## config.mk

```make
export PLATFORM = sky130hd
export DESIGN_NAME = adc_fft_if_fft_unload
export DESIGN_NICKNAME = d
export VERILOG_FILES = /design/src/rtl/fft_unload_pkg.sv /design/src/rtl/adc_fft_if_unload_fifo.sv /design/src/rtl/adc_fft_if_fft_unload.sv
export SDC_FILE = /design/constraint.sdc
export NUM_CORES = 1
export LEC_CHECK = 0
export BUFFER_PORTS_ARGS = -buffer_cell sky130_fd_sc_hd__buf_4
export CORE_ASPECT_RATIO = 0.7
export CORE_UTILIZATION = 55
export DETAILED_ROUTE_END_ITERATION = 16
export PLACE_DENSITY = 0.75
export SLEW_MARGIN = 20
export SYNTH_ARGS = -nofsm -noshare
export SYNTH_HDL_FRONTEND = slang
export SYNTH_SLANG_ARGS = --single-unit
```

## constraint.sdc

```tcl
create_clock -name clk -period 9.9 [get_ports clk]
set_clock_uncertainty 0.2 [all_clocks]
set_input_delay 2.475 -clock clk [delete_from_list [all_inputs] [get_ports clk]]
set_output_delay 2.475 -clock clk [all_outputs]
set_load 0.02 [all_outputs]
```

## src/rtl/fft_unload_pkg.sv

```systemverilog
// Shared types, defaults and helpers for the FFT result-buffer unload path.
package fft_unload_pkg;

  localparam int unsigned DFLT_ADDR_W     = 8;
  localparam int unsigned DFLT_DATA_W     = 32;
  localparam int unsigned DFLT_RD_LAT     = 2;
  localparam int unsigned DFLT_FIFO_DEPTH = 4;
  localparam int unsigned FRAME_LEN       = 2 ** DFLT_ADDR_W;
  localparam int unsigned CNT_W           = $clog2(DFLT_FIFO_DEPTH + 1);
  localparam int unsigned MAX_ADDR_W      = 16;

  typedef enum logic [1:0] {
    IDLE,
    RUN,
    DRAIN
  } state_e;

  // Reverse the low w bits of a; upper bits are returned as zero.
  function automatic logic [MAX_ADDR_W-1:0] bit_reverse(input logic [MAX_ADDR_W-1:0] a,
                                                        input int unsigned w);
    logic [MAX_ADDR_W-1:0] r;
    r = '0;
    for (int unsigned i = 0; i < w; i++) begin
      r[i] = a[w-1-i];
    end
    return r;
  endfunction

endpackage

```

## src/rtl/adc_fft_if_unload_fifo.sv

```systemverilog
// Shift-register FIFO whose head entry is always slot 0, so head outputs come straight from flops.
module adc_fft_if_unload_fifo
  import fft_unload_pkg::*;
#(
  parameter int unsigned W     = DFLT_DATA_W + DFLT_ADDR_W + 1,
  parameter int unsigned DEPTH = DFLT_FIFO_DEPTH,
  parameter int unsigned CW    = CNT_W
) (
  input  logic          clk,
  input  logic          rst_n,
  input  logic          clr,
  input  logic          wr,
  input  logic [W-1:0]  wdata,
  input  logic          rd,
  output logic [W-1:0]  rdata,
  output logic          rvalid,
  output logic [CW-1:0] count
);

  logic [W-1:0]     slot_q [DEPTH];
  logic [DEPTH-1:0] vld_q;
  logic [CW-1:0]    count_q;
  logic [CW-1:0]    wpos_c;

  // A simultaneous pop shifts everything down, so the write lands one slot lower.
  assign wpos_c = count_q - CW'(rd);

  always_ff @(posedge clk or negedge rst_n) begin
    if (!rst_n) begin
      for (int unsigned i = 0; i < DEPTH; i++) begin
        slot_q[i] <= '0;
      end
      vld_q   <= '0;
      count_q <= '0;
    end else if (clr) begin
      vld_q   <= '0;
      count_q <= '0;
    end else begin
      if (rd) begin
        for (int unsigned i = 0; i + 1 < DEPTH; i++) begin
          slot_q[i] <= slot_q[i+1];
          vld_q[i]  <= vld_q[i+1];
        end
        vld_q[DEPTH-1] <= 1'b0;
      end
      if (wr) begin
        for (int unsigned i = 0; i < DEPTH; i++) begin
          if (wpos_c == CW'(i)) begin
            slot_q[i] <= wdata;
            vld_q[i]  <= 1'b1;
          end
        end
      end
      count_q <= count_q + CW'(wr) - CW'(rd);
    end
  end

  assign rdata  = slot_q[0];
  assign rvalid = vld_q[0];
  assign count  = count_q;

endmodule

```

## src/rtl/adc_fft_if_fft_unload.sv

```systemverilog
// Sweeps the FFT result buffer read port and streams the frame out with credit-based backpressure.
module adc_fft_if_fft_unload
  import fft_unload_pkg::*;
#(
  parameter int unsigned ADDR_W     = $clog2(FRAME_LEN),
  parameter int unsigned DATA_W     = DFLT_DATA_W,
  parameter int unsigned RD_LAT     = DFLT_RD_LAT,
  parameter int unsigned FIFO_DEPTH = DFLT_FIFO_DEPTH
) (
  input  logic              clk,
  input  logic              nGrst,
  input  logic              start,
  input  logic              bitrev,
  output logic              busy,
  output logic              done,
  output logic [ADDR_W-1:0] rAddr,
  output logic              rBlk,
  input  logic [DATA_W-1:0] rD,
  output logic              m_valid,
  input  logic              m_ready,
  output logic [DATA_W-1:0] m_data,
  output logic [ADDR_W-1:0] m_index,
  output logic              m_last
);

  localparam int unsigned CW = $clog2(FIFO_DEPTH + 1);
  localparam int unsigned EW = DATA_W + ADDR_W + 1;
  localparam logic [ADDR_W-1:0] LAST_BIN = '1;

  state_e            state_q, state_d;
  logic [ADDR_W-1:0] cnt_q, idx_q, r_addr_q;
  logic              bitrev_q, r_blk_q, busy_q, done_q;
  logic [CW-1:0]     infl_q, fifo_count;
  logic [RD_LAT-1:0] pipe_vld_q;
  logic [ADDR_W-1:0] pipe_idx_q [RD_LAT];
  logic              clr_c, issue_c, pop_c, wr_c, fifo_valid;
  logic [CW:0]       used_c;
  logic [EW-1:0]     fifo_wdata, fifo_head;

  assign pop_c = fifo_valid & m_ready;
  assign wr_c  = pipe_vld_q[RD_LAT-1];
  // The beat leaving this cycle frees its slot now, which keeps a full-rate stream bubble-free.
  assign used_c = (CW+1)'(fifo_count) + (CW+1)'(infl_q) - (CW+1)'(pop_c);

  always_comb begin
    state_d = state_q;
    clr_c   = 1'b0;
    issue_c = 1'b0;
    case (state_q)
      IDLE: begin
        if (start) begin
          state_d = RUN;
          clr_c   = 1'b1;
        end
      end
      RUN: begin
        issue_c = (used_c < (CW+1)'(FIFO_DEPTH));
        if (issue_c && (cnt_q == LAST_BIN)) state_d = DRAIN;
      end
      DRAIN: begin
        if (pop_c && fifo_head[EW-1]) state_d = IDLE;
      end
      default: state_d = IDLE;
    endcase
  end

  always_ff @(posedge clk or negedge nGrst) begin
    if (!nGrst) state_q <= IDLE;
    else        state_q <= state_d;
  end

  // Issue side: read address/enable, issue counter and in-flight credit counter.
  always_ff @(posedge clk or negedge nGrst) begin
    if (!nGrst) begin
      busy_q   <= 1'b0;
      done_q   <= 1'b0;
      r_blk_q  <= 1'b0;
      r_addr_q <= '0;
      idx_q    <= '0;
      cnt_q    <= '0;
      infl_q   <= '0;
      bitrev_q <= 1'b0;
    end else begin
      busy_q  <= (state_d != IDLE);
      done_q  <= (state_q == DRAIN) && (state_d == IDLE);
      r_blk_q <= issue_c;
      if (clr_c) begin
        bitrev_q <= bitrev;
        cnt_q    <= '0;
        infl_q   <= '0;
      end else begin
        if (issue_c) begin
          r_addr_q <= bitrev_q ? ADDR_W'(bit_reverse(MAX_ADDR_W'(cnt_q), ADDR_W)) : cnt_q;
          idx_q    <= cnt_q;
          cnt_q    <= cnt_q + ADDR_W'(1);
        end
        infl_q <= infl_q + CW'(issue_c) - CW'(wr_c);
      end
    end
  end

  // Return pipe: the rBlk/idx register plus RD_LAT stages lines the index up with rD.
  always_ff @(posedge clk or negedge nGrst) begin
    if (!nGrst) begin
      pipe_vld_q <= '0;
      for (int unsigned i = 0; i < RD_LAT; i++) begin
        pipe_idx_q[i] <= '0;
      end
    end else begin
      pipe_vld_q[0] <= r_blk_q & ~clr_c;
      pipe_idx_q[0] <= idx_q;
      for (int unsigned i = 1; i < RD_LAT; i++) begin
        pipe_vld_q[i] <= pipe_vld_q[i-1] & ~clr_c;
        pipe_idx_q[i] <= pipe_idx_q[i-1];
      end
    end
  end

  assign fifo_wdata = {(pipe_idx_q[RD_LAT-1] == LAST_BIN), pipe_idx_q[RD_LAT-1], rD};

  adc_fft_if_unload_fifo #(
    .W     (EW),
    .DEPTH (FIFO_DEPTH),
    .CW    (CW)
  ) u_fifo (
    .clk    (clk),
    .rst_n  (nGrst),
    .clr    (clr_c),
    .wr     (wr_c),
    .wdata  (fifo_wdata),
    .rd     (pop_c),
    .rdata  (fifo_head),
    .rvalid (fifo_valid),
    .count  (fifo_count)
  );

  assign busy    = busy_q;
  assign done    = done_q;
  assign rAddr   = r_addr_q;
  assign rBlk    = r_blk_q;
  assign m_valid = fifo_valid;
  assign m_data  = fifo_head[DATA_W-1:0];
  assign m_index = fifo_head[DATA_W +: ADDR_W];
  assign m_last  = fifo_head[EW-1];

endmodule

```

==> flow_metrics.py, run 1 <==
metrics = {
    "die": {
        "chipWidth_um": 159,
        "row_count": 39,
        "num_io_pins": 90,
        "initial_core_util": 0.573,
        "die_h_um": 112,
        "core_area_mm2": 0.0166,
        "die-area_mm2": 0.0178,
    },
    "sta": {
        "worst_pin_slew_ps": 1100,
        "finalMaxSlewViolations": 0,
        "final_hold_viol_count": 0,
        "period_minus_slack_ps": 5070,
        "min_period_over_period": 0.512,
        "rsz0062_at_grt": "false",
        "relSlewSlack": 0.266,
        "setup_violations": 0,
        "max_freq_ghz": 0.197,
        "finalSetupTns_ps": 0,
    },
    "place": {
        "hpwl_um": 12300,
        "io_buffers": 89,
        "gp_congestion": 0.845,
    },
    "global_routing": {
        "grt_pass1_vias": 6853,
        "antenna_found_initial": 0,
        "grt-ovfl-total": 0,
        "grt_usage": 0.248,
        "grt_start_max_net_pins": 125,
        "grt_pass1_wl_um": 35800,
    },
    "final_layout": {
        "post-route-util": 0.646,
        "fin_nets": 970,
        "drive_above_1_share": 0.179,
        "synthToLayoutAreaGrowth_pct": 12.9,
        "diodes": 0,
    },
    "synthesis": {
        "synth_edf_count": 0,
        "syn_inst": 897,
        "synthArstFlopShare": 1.00,
        "synth_ff_type": "dfrtp_1",
        "seq_area_frac_synth": 0.585,
        "ys_ff_latch": 222,
        "yosysWarnings": 0,
        "synth_area_mm2": 0.00950,
        "ys_types": 41,
        "syn_area_per_cell_um2": 10.6,
        "syn_nets": 946,
    },
    "worst_setup_path": {
        "crit_required_ps": 10070,
        "start_kind": "input pin",
        "reg2reg_to": "infl_q[2]",
        "rrSetupSlack_ps": 6360,
        "worst-setup-path-type": "input pin to flip-flop",
        "critPathCaptureType": "flip-flop",
        "reg2reg_depth": 15,
        "r2r_start": "u_fifo.count[2]",
        "cp.arrival_ps": 5240,
        "cp_max_fo": 7,
    },
    "min_path": {
        "min_to": "fifo_wdata[39]",
        "hold_class": "flip-flop to flip-flop",
        "worstHoldPathCells": 0,
        "hold_path_startpoint": "pipe_idx_q[15]",
    },
    "power_and_ir_drop": {
        "p_per_area_mw_per_mm2": 337,
        "leakage_nw": 4.80,
        "ir_worst_vdd_v": 0.000159,
    },
    "detailed_routing": {
        "wl_per_cell_um": 18.5,
        "ant_nets": 0,
        "dr.pass1.iters": 5,
        "drc": 0,
        "drt_iter0_drc": 553,
        "num_vias": 6872,
        "finalWirelength_um": 21400,
        "via_per_inst": 5.93,
    },
    "clocking": {
        "clockBufferDepth": 3,
        "htreeDepth": 1,
        "cts_inserted_buffers": 22,
        "cts_tree": "done",
        "clkTransAtPathRegs_ps": 60,
        "cts_hold_buffers": 0,
        "cts-root-buf": "clkbuf_16",
        "cts_sinks": 222,
        "cts_setup_buffers": 0,
        "clk_latency_ps": 490,
        "cts_resized": 0,
    },
    "flow_run": {
        "maxCapViolations": 0,
    },
    "outcome": {
        "status": "finished clean",
    },
}
==> Yosys cell counts (3+ instances only) <==
cell	number	area, µm²
a21oi_1	131	656
and2_1	6	37.5
buf_1	3	11.3
buf_2	26	130
buf_4	40	300
clkbuf_1	35	131
dfrtp_1	222	5560
ha_1	10	125
inv_1	12	45.0
mux2_1	26	293
mux2_2	23	259
mux2i_1	8	80.1
nand2_1	29	109
nand3_1	9	45.0
nand4_1	3	18.8
nor2_1	132	495
o21ai_0	8	40.0
o21ai_1	10	50.1
o22ai_1	123	769
or3_1	9	56.3
xnor2_1	6	52.6
==> area by class of cell <==
type,instances,area (µm²)
multi-input cells,558,3370
clock buffers,33,643
flip-flops and latches,222,5560
fillers,1314,5870
well taps,225,282
inverters,13,48.8
repair buffers,104,788
clock inverters,3,42.5
==> stage by stage <==
stage / instances / total power, mW / hold WS [ps] / setup WS (ps) / instance area [µm²]
after floorplan: 897 / 2.50 / 131 / 4450 / 9500
after global placement: 1122 / 2.76 / 135 / 4520 / 10000
after detailed placement: 1122 / 2.82 / 135 / 4350 / 10000
after CTS: 1158 / 3.63 / 145 / 4850 / 10700
after global routing: 1158 / 3.86 / 153 / 4570 / 10700
final: 1158 / 3.61 / 143 / 4830 / 10700
==> worst max-delay path by stage <==
stage / depth (start not counted) / slack (ps) / end / startpoint
final: 15 / 4830 / infl_q[2] / m_ready
after global routing: 15 / 4570 / infl_q[2] / m_ready
after CTS: 15 / 4850 / infl_q[2] / m_ready
after detailed placement: 15 / 4350 / infl_q[2] / m_ready
after global placement: 15 / 4520 / infl_q[2] / m_ready
after floorplan: 15 / 4450 / infl_q[2] / m_ready
==> layer usage <==
| metal | GRT usage | part of all wire | vias up |
|---|---|---|---|
| li1 | - | - | 3197 |
| met1 | 0.372 | 0.47 | 3434 |
| met2 | 0.388 | 0.46 | 213 |
| met3 | 0.0328 | 0.050 | 28 |
| met4 | 0.0590 | 0.016 | 0 |
| met5 | 0 | 0 | - |
==> logic make-up after synthesis <==
| family | share of synthesized area |
|---|---|
| muxes | 0.0665 |
| and+or+nand+nor | 0.0910 |
| xor gates and xnor gates | 0.00553 |
| adders and majority gates | 0.0174 |
| AOI/OAI and AO/OA | 0.169 |
| buffers and inverters | 0.0654 |
| DFF | 0.585 |
==> sequential cells by signal, indices dropped and copies added (netlist names), 3 cells and up <==
register,count
u_fifo.slot_q,123
u_fifo.rdata,41
cnt_q,8
fifo_wdata,8
idx_q,8
pipe_idx_q,8
rAddr,8
u_fifo.vld_q,4
infl_q,3
u_fifo.count,3
==> critical path: stages <==
cell	delay, ps
buf_4	110
nand3b_1	230
ha_1	340
nor4bb_1	400
nand3_1	170
nand3_1	150
o21ai_2	80
ha_1	310
inv_1	60
ha_1	130
inv_1	50
fa_1	370
xnor2_1	180
xnor2_1	140
nor2_1	50
==> cells in the final DEF, fill, tap and decap left out, drive strengths merged <==
cell type,count
a211o,1
a21bo,1
a21oi,133
a311o,2
a311oi,1
a31o,1
a31oi,2
a32oi,1
and2,7
and3,2
buf,104
bufinv,1
clkbuf,33
clkinv,1
clkinvlp,1
dfrtp,222
fa,2
ha,10
inv,13
mux2,49
mux2i,8
nand2,29
nand2b,1
nand3,9
nand3b,2
nand4,3
nor2,132
nor2b,1
nor3b,2
nor4b,1
nor4bb,1
o21ai,18
o22ai,123
or3,9
or3b,1
xnor2,6
==> where the power goes <==
group          total, mW  internal, mW  leakage (nW)  switching (mW)
clock network      0.801         0.472         0.331           0.329
logic               1.27         0.549          1.76           0.718
registers           1.55          1.30          2.70           0.245
(Power assumes the default switching activity.)
==> run 2: changes to the inputs <==
--- a/config.mk
+++ b/config.mk
@@ -7,7 +7,7 @@
 export LEC_CHECK = 0
 export BUFFER_PORTS_ARGS = -buffer_cell sky130_fd_sc_hd__buf_4
 export CORE_ASPECT_RATIO = 0.7
-export CORE_UTILIZATION = 55
+export CORE_UTILIZATION = 53
 export DETAILED_ROUTE_END_ITERATION = 16
 export PLACE_DENSITY = 0.75
 export SLEW_MARGIN = 20
==> constraint.sdc (replaced) <==
create_clock -name clk -period 4.45 [get_ports clk]
set_clock_uncertainty 0.2 [all_clocks]
set_input_delay 1.1125 -clock clk [delete_from_list [all_inputs] [get_ports clk]]
set_output_delay 1.1125 -clock clk [all_outputs]
set_load 0.02 [all_outputs]
==> run 2 against run 1 <==
  * Hold slack improved by 2.8 ps
  * Via count grew 2.2%
  * Sequential share of layout area grew 0.15 points
  * Combinational power grew 130%
  * Worst setup slack got worse by 4000 ps
  * Wire length up 0.87%
  * Critical path depth stayed put
  * Global-route usage decreased by 0.62 points
  * Flip-flop and latch count unchanged
  * Clock power increased by 96%
  * Critical path type is now flip-flop to flip-flop
==> flow_metrics.py, run 2 (same netlist as run 1, synthesis figures left out) <==
metrics = {
    "sta": {
        "final_hold_viol_count": 0,
        "period_minus_slack_ps": 3630,
        "rsz0062_at_grt": "false",
        "relSlewSlack": 0.375,
        "worst_pin_slew_ps": 938,
        "finalSetupTns_ps": 0,
        "min_period_over_period": 0.816,
        "whs_ps": 145,
        "fin_ws_ps": 817,
        "setup_violations": 0,
        "max_freq_ghz": 0.275,
        "finalMaxSlewViolations": 0,
    },
    "detailed_routing": {
        "wl_per_cell_um": 18.5,
        "via_per_inst": 6.03,
        "ant_nets": 0,
        "num_vias": 7023,
        "drc": 0,
        "drt_iter0_drc": 692,
        "dr.pass1.iters": 5,
        "finalWirelength_um": 21600,
    },
    "worst_setup_path": {
        "rrSetupSlack_ps": 820,
        "reg2reg_depth": 15,
        "worst-setup-path-type": "flip-flop to flip-flop",
        "cp.arrival_ps": 3790,
        "startpoint": "u_fifo.count[1]",
        "reg2reg_to": "infl_q[2]",
        "crit_required_ps": 4610,
        "crit_cells": 15,
        "critPathMaxStageDelay_ps": 420,
        "start_kind": "flip-flop",
        "path_cells": "inv_1 -> ha_1 -> inv_1 -> ha_1 -> or3_1 -> a311oi_1 -> o21ai_2 -> ha_1 -> inv_1 -> ha_1 -> inv_1 -> fa_1 -> xnor2_1 -> xnor2_1 -> nor2_1",
        "r2r_start": "u_fifo.count[1]",
        "endpoint": "infl_q[2]",
        "cp_slowest_cell": "a311oi_1",
        "critPathCaptureType": "flip-flop",
        "path_delay_family": "adder cells",
        "cp_max_fo": 4,
        "crit_buf_inv": 4,
    },
    "flow_run": {
        "maxCapViolations": 0,
    },
    "clocking": {
        "cts_tree": "done",
        "clockBufferDepth": 3,
        "cts_inserted_buffers": 21,
        "cts_sinks": 222,
        "clk_latency_ps": 490,
        "cts_setup_buffers": 0,
        "cts-root-buf": "clkbuf_16",
        "cts_resized": 0,
        "cts_hold_buffers": 0,
        "clkTransAtPathRegs_ps": 60,
        "htreeDepth": 1,
    },
    "place": {
        "gp_congestion": 0.852,
        "place_ws_ps": 419,
        "dp_cells": 1133,
        "hpwl_um": 12700,
        "io_buffers": 89,
        "placed_area_mm2": 0.0101,
    },
    "power_and_ir_drop": {
        "leakage_nw": 4.78,
        "clock_power_share": 0.200,
        "p_int_mw": 5.02,
        "p_total_mw": 7.88,
        "p_comb_frac": 0.364,
        "ir_worst_vdd_v": 0.000401,
        "pwr-share-seq": 0.437,
        "power_switching_mw": 2.87,
        "p_per_area_mw_per_mm2": 737,
        "sw_frac_of_total": 0.364,
    },
    "global_routing": {
        "grt-ovfl-total": 0,
        "grt_usage": 0.242,
        "antenna_found_initial": 1,
        "grt_start_max_net_pins": 118,
        "grt_pass1_wl_um": 35900,
        "grt_pass1_vias": 6967,
    },
    "die": {
        "initial_core_util": 0.547,
        "row_count": 40,
        "die_h_um": 114,
        "die-area_mm2": 0.0185,
        "chipWidth_um": 162,
        "num_io_pins": 90,
        "core_area_mm2": 0.0174,
    },
    "final_layout": {
        "most-common-layout-cells": "222 x dfrtp_1, 132 x nor2_1, 130 x a21oi_1, 123 x o22ai_1, 105 x buf_4",
        "ff_latch_area_mm2": 0.00556,
        "fillers": 1381,
        "fin_nets": 974,
        "layout_commonest_cell": "dfrtp_1",
        "largest_reg_flops": 123,
        "regMostFlops": "u_fifo.slot_q",
        "synthToLayoutAreaGrowth_pct": 12.6,
        "drive_above_1_share": 0.178,
        "multiInputGateArea_mm2": 0.00337,
        "post-route-util": 0.616,
        "design_area_mm2": 0.0107,
        "final_cell_count_no_fill": 1164,
    },
    "outcome": {
        "status": "finished clean",
    },
    "min_path": {
        "hold_class": "flip-flop to flip-flop",
    },
}
-- run 2: cell types whose count changed in the layout (fill, tap and decap cells not counted) --
cell and change:
buf_12 +3, buf_4 +2, clkbuf_16 -2, clkbuf_8 -2
diode_2 +1, clkinvlp_4 -1, bufinv_16 -1
-- run 2: power groups by stage --
stage	clock network (mW)	logic (mW)	registers, mW
global placement	0	2.77	3.42
finish	1.57	2.87	3.44
CTS	1.60	2.88	3.43
global route	1.69	3.19	3.55
floorplan	0	2.25	3.31
detailed placement	0	2.85	3.46
-- run 2: how the worst min path moves through the flow --
stage               cells after the start              to  slack, ps      startpoint
floorplan                               0  fifo_wdata[32]        130   pipe_idx_q[8]
global placement                        0  fifo_wdata[38]        130  pipe_idx_q[14]
detailed placement                      0  fifo_wdata[34]        130  pipe_idx_q[10]
CTS                                     0  fifo_wdata[34]        150  pipe_idx_q[10]
global route                            0  fifo_wdata[36]        150  pipe_idx_q[12]
finish                                  0  fifo_wdata[39]        150  pipe_idx_q[15]
-- run 2: cell type report --
| cell class | count | share of cell area |
|---|---|---|
| timing repair buffer | 109 | 0.0807 |
| clock inverter | 1 | 0.000468 |
| clock buffer | 29 | 0.0529 |
| inverter | 13 | 0.00456 |
| antenna | 1 | 0.000234 |
| sequential | 222 | 0.519 |
| tap | 231 | 0.0270 |
| multi-input combinational | 558 | 0.315 |
-- run 2: metal layers --
metal  share of wire  track usage  wire (µm)
met5               0            0          0
met4           0.015       0.0579        316
met3           0.073       0.0462       1570
met2            0.44        0.366       9590
met1            0.47        0.362      10100
